`src/rtl/seg7_scan_ctrl_pkg.sv`:
```
`default_nettype none
// ============================================================================
// Module      : seg7_pkg
// Description : Shared widths, scan state type and digit-extraction helper
//               for the 7-segment scan controller.
// Revision    : 1.0 - initial release
// ============================================================================
package seg7_pkg;

    localparam int DIG_W      = 3;
    localparam int SEG_W      = 7;
    localparam int MAX_DIGITS = 8;
    localparam int WORD_MAX_W = DIG_W * MAX_DIGITS;

    typedef enum logic [0:0] {
        DEAD = 1'b0,
        ON   = 1'b1
    } scan_state_t;

    // Pull digit i out of a packed word (callers zero-extend to WORD_MAX_W).
    function automatic logic [DIG_W-1:0] get_digit(input logic [WORD_MAX_W-1:0] word,
                                                   input logic [2:0]            i);
        return word[32'(i) * DIG_W +: DIG_W];
    endfunction

endpackage
`default_nettype wire

```
`src/rtl/seg7_scan_ctrl_if.sv`:
```
`default_nettype none
// ============================================================================
// Module      : seg7_scan_ctrl_if
// Description : Valid/ready write channel carrying a packed display word.
// Revision    : 1.0 - initial release
// ============================================================================
interface seg7_scan_ctrl_if #(
    parameter int NUM_DIGITS = 4
) ();
    import seg7_pkg::*;

    logic                          wr_valid;
    logic                          wr_ready;
    logic [DIG_W*NUM_DIGITS-1:0]   wr_data;

    modport master (output wr_valid, output wr_data, input wr_ready);
    modport slave  (input wr_valid, input wr_data, output wr_ready);

endinterface
`default_nettype wire

```
`src/rtl/seg7_slot_timer.sv`:
```
`default_nettype none
// ============================================================================
// Module      : seg7_slot_timer
// Description : Slot counter and digit index for the scan controller.
//               Exposes next-state values so the parent can register its
//               outputs aligned with the state change, plus a commit strobe
//               on the last enabled cycle of a frame and a registered
//               frame_start pulse on the first cycle of the next frame.
// Revision    : 1.0 - initial release
// ============================================================================
module seg7_slot_timer
    import seg7_pkg::*;
#(
    parameter int NUM_DIGITS = 4,
    parameter int SLOT_CYC   = 50000,
    parameter int DEAD_CYC   = 500,
    parameter int IDX_W      = 2
) (
    input  wire logic             clk,
    input  wire logic             rst_n,
    input  wire logic             en,
    output scan_state_t           state_nxt,
    output logic [IDX_W-1:0]      idx_nxt,
    output logic                  commit,
    output logic                  frame_start
);

    localparam int              SC_W      = $clog2(SLOT_CYC);
    localparam logic [SC_W-1:0] SC_LAST   = SC_W'(SLOT_CYC - 1);
    localparam logic [SC_W-1:0] DEAD_LAST = SC_W'(DEAD_CYC - 1);
    localparam logic [IDX_W-1:0] IDX_LAST = IDX_W'(NUM_DIGITS - 1);

    logic [SC_W-1:0]  sc;
    logic [SC_W-1:0]  sc_nxt;
    logic [IDX_W-1:0] idx;
    scan_state_t      state;

    // Next slot position; everything holds while scanning is disabled.
    always_comb begin
        sc_nxt    = sc;
        idx_nxt   = idx;
        state_nxt = state;
        commit    = 1'b0;
        if (en) begin
            if (sc == SC_LAST) begin
                sc_nxt    = '0;
                state_nxt = DEAD;
                commit    = (idx == IDX_LAST);
                idx_nxt   = (idx == IDX_LAST) ? '0 : idx + 1'b1;
            end else begin
                sc_nxt = sc + 1'b1;
                if (sc == DEAD_LAST) begin
                    state_nxt = ON;
                end
            end
        end
    end

    // Slot state registers; frame_start marks the cycle entering digit 0.
    always_ff @(posedge clk or negedge rst_n) begin
        if (!rst_n) begin
            sc          <= '0;
            idx         <= '0;
            state       <= DEAD;
            frame_start <= 1'b0;
        end else begin
            sc          <= sc_nxt;
            idx         <= idx_nxt;
            state       <= state_nxt;
            frame_start <= commit;
        end
    end

endmodule
`default_nettype wire

```
`src/rtl/seg7_scan_ctrl.sv`:
```
`default_nettype none
// ============================================================================
// Module      : seg7_scan_ctrl
// Description : Time-multiplexed scan controller for a common-anode
//               7-segment display. Holds a shadow/active word pair so a new
//               word only becomes visible at a frame boundary.
//               Optional macro SEG7_SCAN_BLINK_EN adds per-digit blinking
//               (blink_mask input, BLINK_FRAMES parameter).
// Revision    : 1.0 - initial release
// ============================================================================
module seg7_scan_ctrl
    import seg7_pkg::*;
#(
    parameter int NUM_DIGITS   = 4,
    parameter int SLOT_CYC     = 50000,
    parameter int DEAD_CYC     = 500
`ifdef SEG7_SCAN_BLINK_EN
    ,
    parameter int BLINK_FRAMES = 64
`endif
) (
    input  wire logic                  clk,
    input  wire logic                  rst_n,
    input  wire logic                  en,
    seg7_scan_ctrl_if.slave            wr,
`ifdef SEG7_SCAN_BLINK_EN
    input  wire logic [NUM_DIGITS-1:0] blink_mask,
`endif
    output logic [DIG_W-1:0]           dig_val,
    output logic [NUM_DIGITS-1:0]      dig_sel,
    output logic                       frame_start
);

    localparam int IDX_W  = (NUM_DIGITS > 1) ? $clog2(NUM_DIGITS) : 1;
    localparam int WORD_W = DIG_W * NUM_DIGITS;

    logic [WORD_W-1:0]     shadow;
    logic [WORD_W-1:0]     active;
    logic [WORD_W-1:0]     active_nxt;
    logic                  pending;
    logic                  accept;
    scan_state_t           state_nxt;
    logic [IDX_W-1:0]      idx_nxt;
    logic                  commit;
    logic [NUM_DIGITS-1:0] sel_nxt;

    seg7_slot_timer #(
        .NUM_DIGITS (NUM_DIGITS),
        .SLOT_CYC   (SLOT_CYC),
        .DEAD_CYC   (DEAD_CYC),
        .IDX_W      (IDX_W)
    ) u_timer (
        .clk         (clk),
        .rst_n       (rst_n),
        .en          (en),
        .state_nxt   (state_nxt),
        .idx_nxt     (idx_nxt),
        .commit      (commit),
        .frame_start (frame_start)
    );

    assign accept      = wr.wr_valid & ~pending;
    assign wr.wr_ready = ~pending;

    // Accept into shadow when free; promote to active only at frame end.
    // accept and a committing pending are mutually exclusive by construction.
    always_ff @(posedge clk or negedge rst_n) begin
        if (!rst_n) begin
            shadow  <= '0;
            active  <= '0;
            pending <= 1'b0;
        end else if (accept) begin
            shadow  <= wr.wr_data;
            pending <= 1'b1;
        end else if (commit && pending) begin
            active  <= shadow;
            pending <= 1'b0;
        end
    end

    assign active_nxt = (commit && pending) ? shadow : active;

`ifdef SEG7_SCAN_BLINK_EN
    localparam int BF_W = (BLINK_FRAMES > 1) ? $clog2(BLINK_FRAMES) : 1;
    localparam logic [BF_W-1:0] BF_LAST = BF_W'(BLINK_FRAMES - 1);

    logic [BF_W-1:0] blink_cnt;
    logic            blink_phase;

    // Flip the blink phase once every BLINK_FRAMES frame starts.
    always_ff @(posedge clk or negedge rst_n) begin
        if (!rst_n) begin
            blink_cnt   <= '0;
            blink_phase <= 1'b0;
        end else if (commit) begin
            if (blink_cnt == BF_LAST) begin
                blink_cnt   <= '0;
                blink_phase <= ~blink_phase;
            end else begin
                blink_cnt <= blink_cnt + 1'b1;
            end
        end
    end
`endif

    // Digit enable for the upcoming cycle; only one digit lit during ON.
    always_comb begin
        sel_nxt = '1;
        if (state_nxt == ON) begin
`ifdef SEG7_SCAN_BLINK_EN
            if (!(blink_phase && blink_mask[idx_nxt])) begin
                sel_nxt[idx_nxt] = 1'b0;
            end
`else
            sel_nxt[idx_nxt] = 1'b0;
`endif
        end
    end

    // Output registers loaded with the values for the next slot position so
    // they change on the same edge as the slot state.
    always_ff @(posedge clk or negedge rst_n) begin
        if (!rst_n) begin
            dig_sel <= '1;
            dig_val <= '0;
        end else begin
            dig_sel <= en ? sel_nxt : '1;
            dig_val <= get_digit(WORD_MAX_W'(active_nxt), 3'(idx_nxt));
        end
    end

endmodule
`default_nettype wire

```
`src/flat_wrapper.sv`:
```
// flat-port wrapper written by rule: the top's interface ports become plain ports
module seg7_scan_ctrl_flat import seg7_pkg::*;
#(
    parameter int NUM_DIGITS   = 4,
    parameter int SLOT_CYC     = 50000,
    parameter int DEAD_CYC     = 500

)
  (clk, rst_n, en, dig_val, dig_sel, frame_start, wr_wr_valid, wr_wr_data, wr_wr_ready);
  seg7_scan_ctrl_if #(.NUM_DIGITS(NUM_DIGITS)) wr_i ();
  input  wire logic clk;
  input  wire logic rst_n;
  input  wire logic en;
  output logic [DIG_W-1:0] dig_val;
  output logic [NUM_DIGITS-1:0] dig_sel;
  output logic frame_start;
  input wire logic [$bits(wr_i.wr_valid)-1:0] wr_wr_valid;
  input wire logic [$bits(wr_i.wr_data)-1:0] wr_wr_data;
  output wire logic [$bits(wr_i.wr_ready)-1:0] wr_wr_ready;
  assign wr_i.wr_valid = wr_wr_valid;
  assign wr_i.wr_data = wr_wr_data;
  assign wr_wr_ready = wr_i.wr_ready;
  seg7_scan_ctrl #(.NUM_DIGITS(NUM_DIGITS), .SLOT_CYC(SLOT_CYC), .DEAD_CYC(DEAD_CYC)) u_core (.clk(clk), .rst_n(rst_n), .en(en), .wr(wr_i), .dig_val(dig_val), .dig_sel(dig_sel), .frame_start(frame_start));
endmodule
```
`config.mk`:
```
export PLATFORM = sky130hd
export DESIGN_NAME = seg7_scan_ctrl_flat
export DESIGN_NICKNAME = d
export VERILOG_FILES = /design/src/rtl/seg7_scan_ctrl_pkg.sv /design/src/rtl/seg7_scan_ctrl_if.sv /design/src/rtl/seg7_slot_timer.sv /design/src/rtl/seg7_scan_ctrl.sv /design/src/flat_wrapper.sv
export SDC_FILE = /design/constraint.sdc
export NUM_CORES = 1
export LEC_CHECK = 0
export CAP_MARGIN = 30
export CORE_MARGIN = 10
export CORE_UTILIZATION = 40
export DETAILED_ROUTE_END_ITERATION = 10
export PLACE_DENSITY = 0.59
export REMOVE_ABC_BUFFERS = 1
export SYNTH_ARGS = -nofsm -noshare
export SYNTH_HDL_FRONTEND = slang
export SYNTH_SLANG_ARGS = --single-unit
```
`constraint.sdc`:
```
create_clock -name clk -period 2.4 [get_ports clk]
set_clock_uncertainty 0.2 [all_clocks]
set_input_delay 0.72 -clock clk [delete_from_list [all_inputs] [get_ports clk]]
set_output_delay 0.72 -clock clk [all_outputs]
set_load 0.005 [all_outputs]
```
# Yosys cells after proc, flatten, opt, wreduce, memory -nomap -nowiden
# Index checks and enable logic that the tools add are counted.
[op_classes]
add_sub_neg = 2
n_mul = 1
div = 0
order_cmp = 2
n_eq_ne = 3
shift = 1
muxes = 16
n_bitwise = 3
n_reduce_logical = 3
[op_table]
columns = ["op", "n"]
rows = [
  ["$shiftx 24x5->3", 1],
  ["$add 16x1->16 const B", 1],
  ["$eq 16x16->1 const B", 1],
  ["$eq 16x9->1 const B", 1],
  ["$mux 16", 1],
  ["$mux 12", 1],
  ["$mux 1", 8],
  ["$mux 4", 2],
  ["$mux 2", 3],
  ["$mul 2x2->4 const B", 1],
  ["$not 4->4", 1],
  ["$lt 2x3->1 const B", 1],
  ["$add 2x1->2 const B", 1],
  ["$demux 1 s2", 1],
  ["$eq 2x2->1 const B", 1],
  ["$ge 2x1->1 const B", 1],
  ["$logic_and 1x1->1", 2],
  ["$reduce_bool 2->1", 1],
  ["$and 1x1->1", 1],
  ["$not 1->1", 1],
]
[totals]
regBits = 52
latch_bits = 0
mem_bits_rw = 0
mem_bits_ro = 0
out_inout_bits = 9
word_cells = 40
memories = 0

# Depth between registers and ports, before layout
[depth]
depth_word = 11
ltp_mapped = 8
depth_no_buf = 7

# Modules after synthesis
# A second synthesis with hierarchy kept.
[hier_totals]
cells_unflattened = 164
hier_area_um2 = 2283.4
[modules_own_cells]
columns = ["mod", "n_inst", "cells_each", "area_each_um2", "seq_area_each_um2"]
rows = [
  ["seg7_scan_ctrl", 1, 71, 1231.2, 805.8],
  ["seg7_slot_timer", 1, 93, 1052.3, 500.5],
]

# Least setup slack after synthesis
# Ideal clock, no wire load.
[synth_path]
kind = "input port to flip-flop"
from = "in en"
to = "reg u_core.dig_val[2]"
arrival_ns = 2.387
required_time_ns = 2.074
slack_ns = -0.313
path_stages = 8
n_path_buf = 2
path_cell_list = "buf_2 -> nand4_1 -> nor4_4 -> and3_2 -> buf_8 -> mux2_4 -> mux2i_1 -> mux2i_1"
[synth_between]
elab_chain_cells = 4
word_cells_on_any_way = 6
cone_classes = "mul: 1; shift: 1; mux: 3; reduce/logical: 1"
[synth_rtl]
columns = ["element", "line_no", "source"]
rows = [
  ["from (decl)", "flat_wrapper.sv:13", "input wire logic en;"],
  ["parallel branches: the longest is 3 deep, another holds $mul 2x2->4", "-", ""],
  ["$shiftx 24x5->3 (*)", "seg7_scan_ctrl_pkg.sv:23", "return word[32'(i) * DIG_W +: DIG_W];"],
  ["to (signal assigned)", "seg7_scan_ctrl.sv:128", "dig_val <= get_digit(WORD_MAX_W'(active_nxt), 3'(idx_nxt));"],
  ["to (decl)", "seg7_scan_ctrl.sv:29", "output logic [DIG_W-1:0] dig_val,"],
]
# Every way passes the cells marked *.
# A chain may end at the register's enable or synchronous reset.

# Worst setup path in the final report
[layout_path]
from = "reg u_core.u_timer.sc[12]"
to = "reg u_core.dig_val[1]"
[layout_between]
elab_chain_cells = 6
word_cells_on_any_way = 9
cone_classes = "mul: 1; eq/ne: 1; shift: 1; mux: 5; reduce/logical: 1"
[layout_rtl]
columns = ["element", "line_no", "source"]
rows = [
  ["from (decl)", "seg7_slot_timer.sv:33", "logic [SC_W-1:0] sc;"],
  ["from (signal assigned)", "seg7_slot_timer.sv:67", "sc <= sc_nxt;"],
  ["$eq 16x16->1 (*)", "seg7_slot_timer.sv:45", "if (sc == SC_LAST) begin"],
  ["parallel branches: the longest is 4 deep, another holds $mul 2x2->4", "-", ""],
  ["$shiftx 24x5->3 (*)", "seg7_scan_ctrl_pkg.sv:23", ""],
]
# Marked as above.

==> results by group <==
GRT
  • Total GRT Usage: ~11%
  • Vias in the first global route: 1624
  • Initial antenna violation count: 0
  • Global route overflow: 0
  • First-pass GRT wire length: 8050 um
  • Largest net degree at the start of global routing: 31

Synthesis
  • Yosys warns: 0
  • Count of cell types in the netlist: 36
  • Commonest cells in the netlist: dfrtp_1 (48), mux2_2 (14), mux2i_1 (12)
  • Cell types occupying the most area after synthesis: dfrtp_1 (53%), mux2_2 (6.9%), mux2_4 (6.6%)
  • Netlist Area Pre-Place: 2270 um^2
  • Main flop type after synthesis: dfrtp_1
  • Avg Synthesized Cell Area: 13.3 um^2
  • Post-synthesis register bit count: 52
  • Share of the synthesized area in the top cell type: 52.8%
  • Number of flops mapped to enable cells by yosys: 0
  • Seq/Total Area, Yosys: approximately 57%
  • Most common cell in the synthesized netlist: dfrtp_1
  • Post-synth top area cell: dfrtp_1
  • Async S/R FF share, synth: 100%
  • Gate Count Post-Synth: 171

Timing
  • Tmin final: 2530 ps
  • Setup violators final: 3
  • Fin. max-slew vios: 0
  • Worst setup margin: -129 ps
  • Hold slack: roughly 190 ps
  • RSZ-0062 raised after global routing: true
  • Final Hold Fails: 0
  • Achievable Freq: approximately 400 MHz
  • Max_slew headroom: 63.9%
  • Worst Tran Pin Value: around 540 ps
  • Final Cycle Share: 105%

Clocking
  • CTS Root Cell: clkbuf_8
  • Clock slew at reported path FFs: 90 ps
  • Worst-skew pair later-pin latency: 310 ps
  • H-tree depth: 2
  • TritonCTS clock tree: done
  • CTS sink cnt: 52
  • Hold bufs inserted after CTS: 0
  • Worst-case clock buffer depth: 2
  • CTS buffer count: 5

Setup path
  • CP max stage delay: 570 ps
  • CP Cell Sequence: or4_4 > nor4_4 > and3_4 > buf_12 > mux2_4 > mux2i_1 > mux2i_1
  • Setup CP Type: reg2reg
  • Worst setup SP type: register
  • Critical Path Sink Type: register
  • Req. time, crit path: 2390 ps
  • Worst path arrival time: 2520 ps
  • Crit path max fanout: 6
  • Most used cell, CP: mux2i_1
  • CP top delay family: simple AND/OR/NAND/NOR gates
  • CP Buf/Inv Count: 1
  • Slowest cell on the critical path: or4_4

Placement
  • Routability cong.: 0.862
  • Number of port buffers: 24
  • Area post-placement: 2770 um^2
  • Pre-CTS setup slack: -658 ps
  • Detailed Place HPWL: 3450 um
  • Placed cell count: 286

Floorplanning
  • Die H: 95.4 um
  • Initial core utilization: 41.3%
  • # IOs: 25
  • Core box area: 5510 um^2
  • Die width: 95.4 um
  • Die area: slightly above 9000 um^2
  • Rows: 27

Hold path
  • Min-Delay Path Class: in2async

Cells and area
  • Final Cell Area: ~2900 um^2
  • P&R area growth vs syn: 28.8%
  • Antenna Cells: 0
  • Layout cell share with drive strength beyond 1: 31.1%
  • Non-filler instance count after layout: 300
  • Nets: 245

Status
  • Failing checks: negative setup slack
  • Outcome: complete, but fails checks

Route
  • Via count: approximately 1500
  • First-pass DRT Iterations: 4
  • ANT nets after route: 0
  • DR WL/cell: 15.6 um
  • Final wirelength: around 4700 um
  • 1st-iter DRT viols: between 100 and 150
  • Via/cell ratio: 5.15
  • Drt drc: 0

Power and ir drop
  • Maximum vdd drop: 0.301 mV
  • Final Power: approximately 0.0018 W
  • Pleak: 1.30 nW
  • Pwr/cell area: 630 nW/um^2

Flow run
  • Number of max-cap violations: 0
==> flip-flops by register name, summed over array words and instances (netlist names), 2 cells and up <==
register and count:
u_core.shadow 12, u_core.dig_val 3, u_core.u_timer.sc 16, u_core.dig_sel 4, u_core.active 12, u_core.u_timer.idx 2
==> through the flow <==
stage / setup TNS [ps] / utilization (%)
after global routing: -707 / 53.2
after detailed placement: -9320 / 50.3
after global placement: -8710 / 50.3
final: -382 / 53.2
after floorplan: -4590 / -
after CTS: -447 / 52.9
==> path summary, 6_finish.rpt <==
kind / slack (ps) / cells after the start / to / startpoint
min: 190 / 1 / u_core.u_timer.sc[10] / rst_n
max: -130 / 7 / u_core.dig_val[1] / u_core.u_timer.sc[12]
min reg2reg: 300 / 1 / u_core.active[1] / u_core.active[1]
min in group clk: 300 / 1 / u_core.active[1] / u_core.active[1]
max reg2reg: -130 / 7 / u_core.dig_val[1] / u_core.u_timer.sc[12]
max in group asynchronous: 1280 / 2 / u_core.shadow[9] / rst_n
==> layout by cell type (no fill, tap or decap), types with 3 or more instances in the layout <==
master           count
buf_4               27
nand4_1              7
clkbuf_8             6
mux2_2              13
clkdlybuf4s50_1     22
or3_1                3
nand4b_1             3
nand3_1              6
nor2_1              11
o21ai_0              4
nor3_1               3
mux2_4              11
dfstp_2              4
a21oi_1              4
nand2_1              5
xnor2_1              8
dfrtp_1             48
mux2i_1             12
xor2_1               3
==> cells by family after synthesis <==
group                    synth area share (%)
multiplexers                             18.8
buffers and inverters                    2.26
adder cells (fa/ha/maj)                  1.10
flip-flops                               57.4
AND/OR/NAND/NOR                          13.7
AO/OA/AOI/OAI                            2.48
XOR/XNOR                                 4.24
==> layer usage <==
layer / share of wire, % / wire (um) / global-route usage [%] / up-vias
met1: 43 / 1990 / 13.2 / 791
met3: 5.0 / 236 / 3.61 / 6
met4: 1.3 / 59 / 3.69 / 0
met2: 51 / 2390 / 19.3 / 31
li1: - / - / - / 718
met5: 0 / 0 / 0 / -
==> report_power, final <==
part,switching [W],total [W],internal (W)
sequential,0.0000382,0.000981,0.000943
combinational,0.000170,0.000352,0.000182
clock,0.000278,0.000514,0.000236
total,0.000486,0.00185,0.00136
==> cell type report <==
class	count	area (um^2)
fillers	478	2580
flip-flops and latches	52	1310
multi-input cells	110	925
repair buffers	54	504
clock buffers	8	90.1
well taps	72	90.1
inverters	4	15.0
==> timing repair <==
| item | in CTS | in global routing |
|---|---|---|
| resized for setup | 4 | 0 |
| pin swaps | 4 | 3 |
| setup buffers | 3 | 2 |
| endpoints found under the setup margin | 17 | 4 |
| cloned | 1 | 0 |
No activity file was read; power rests on OpenSTA's default activity.
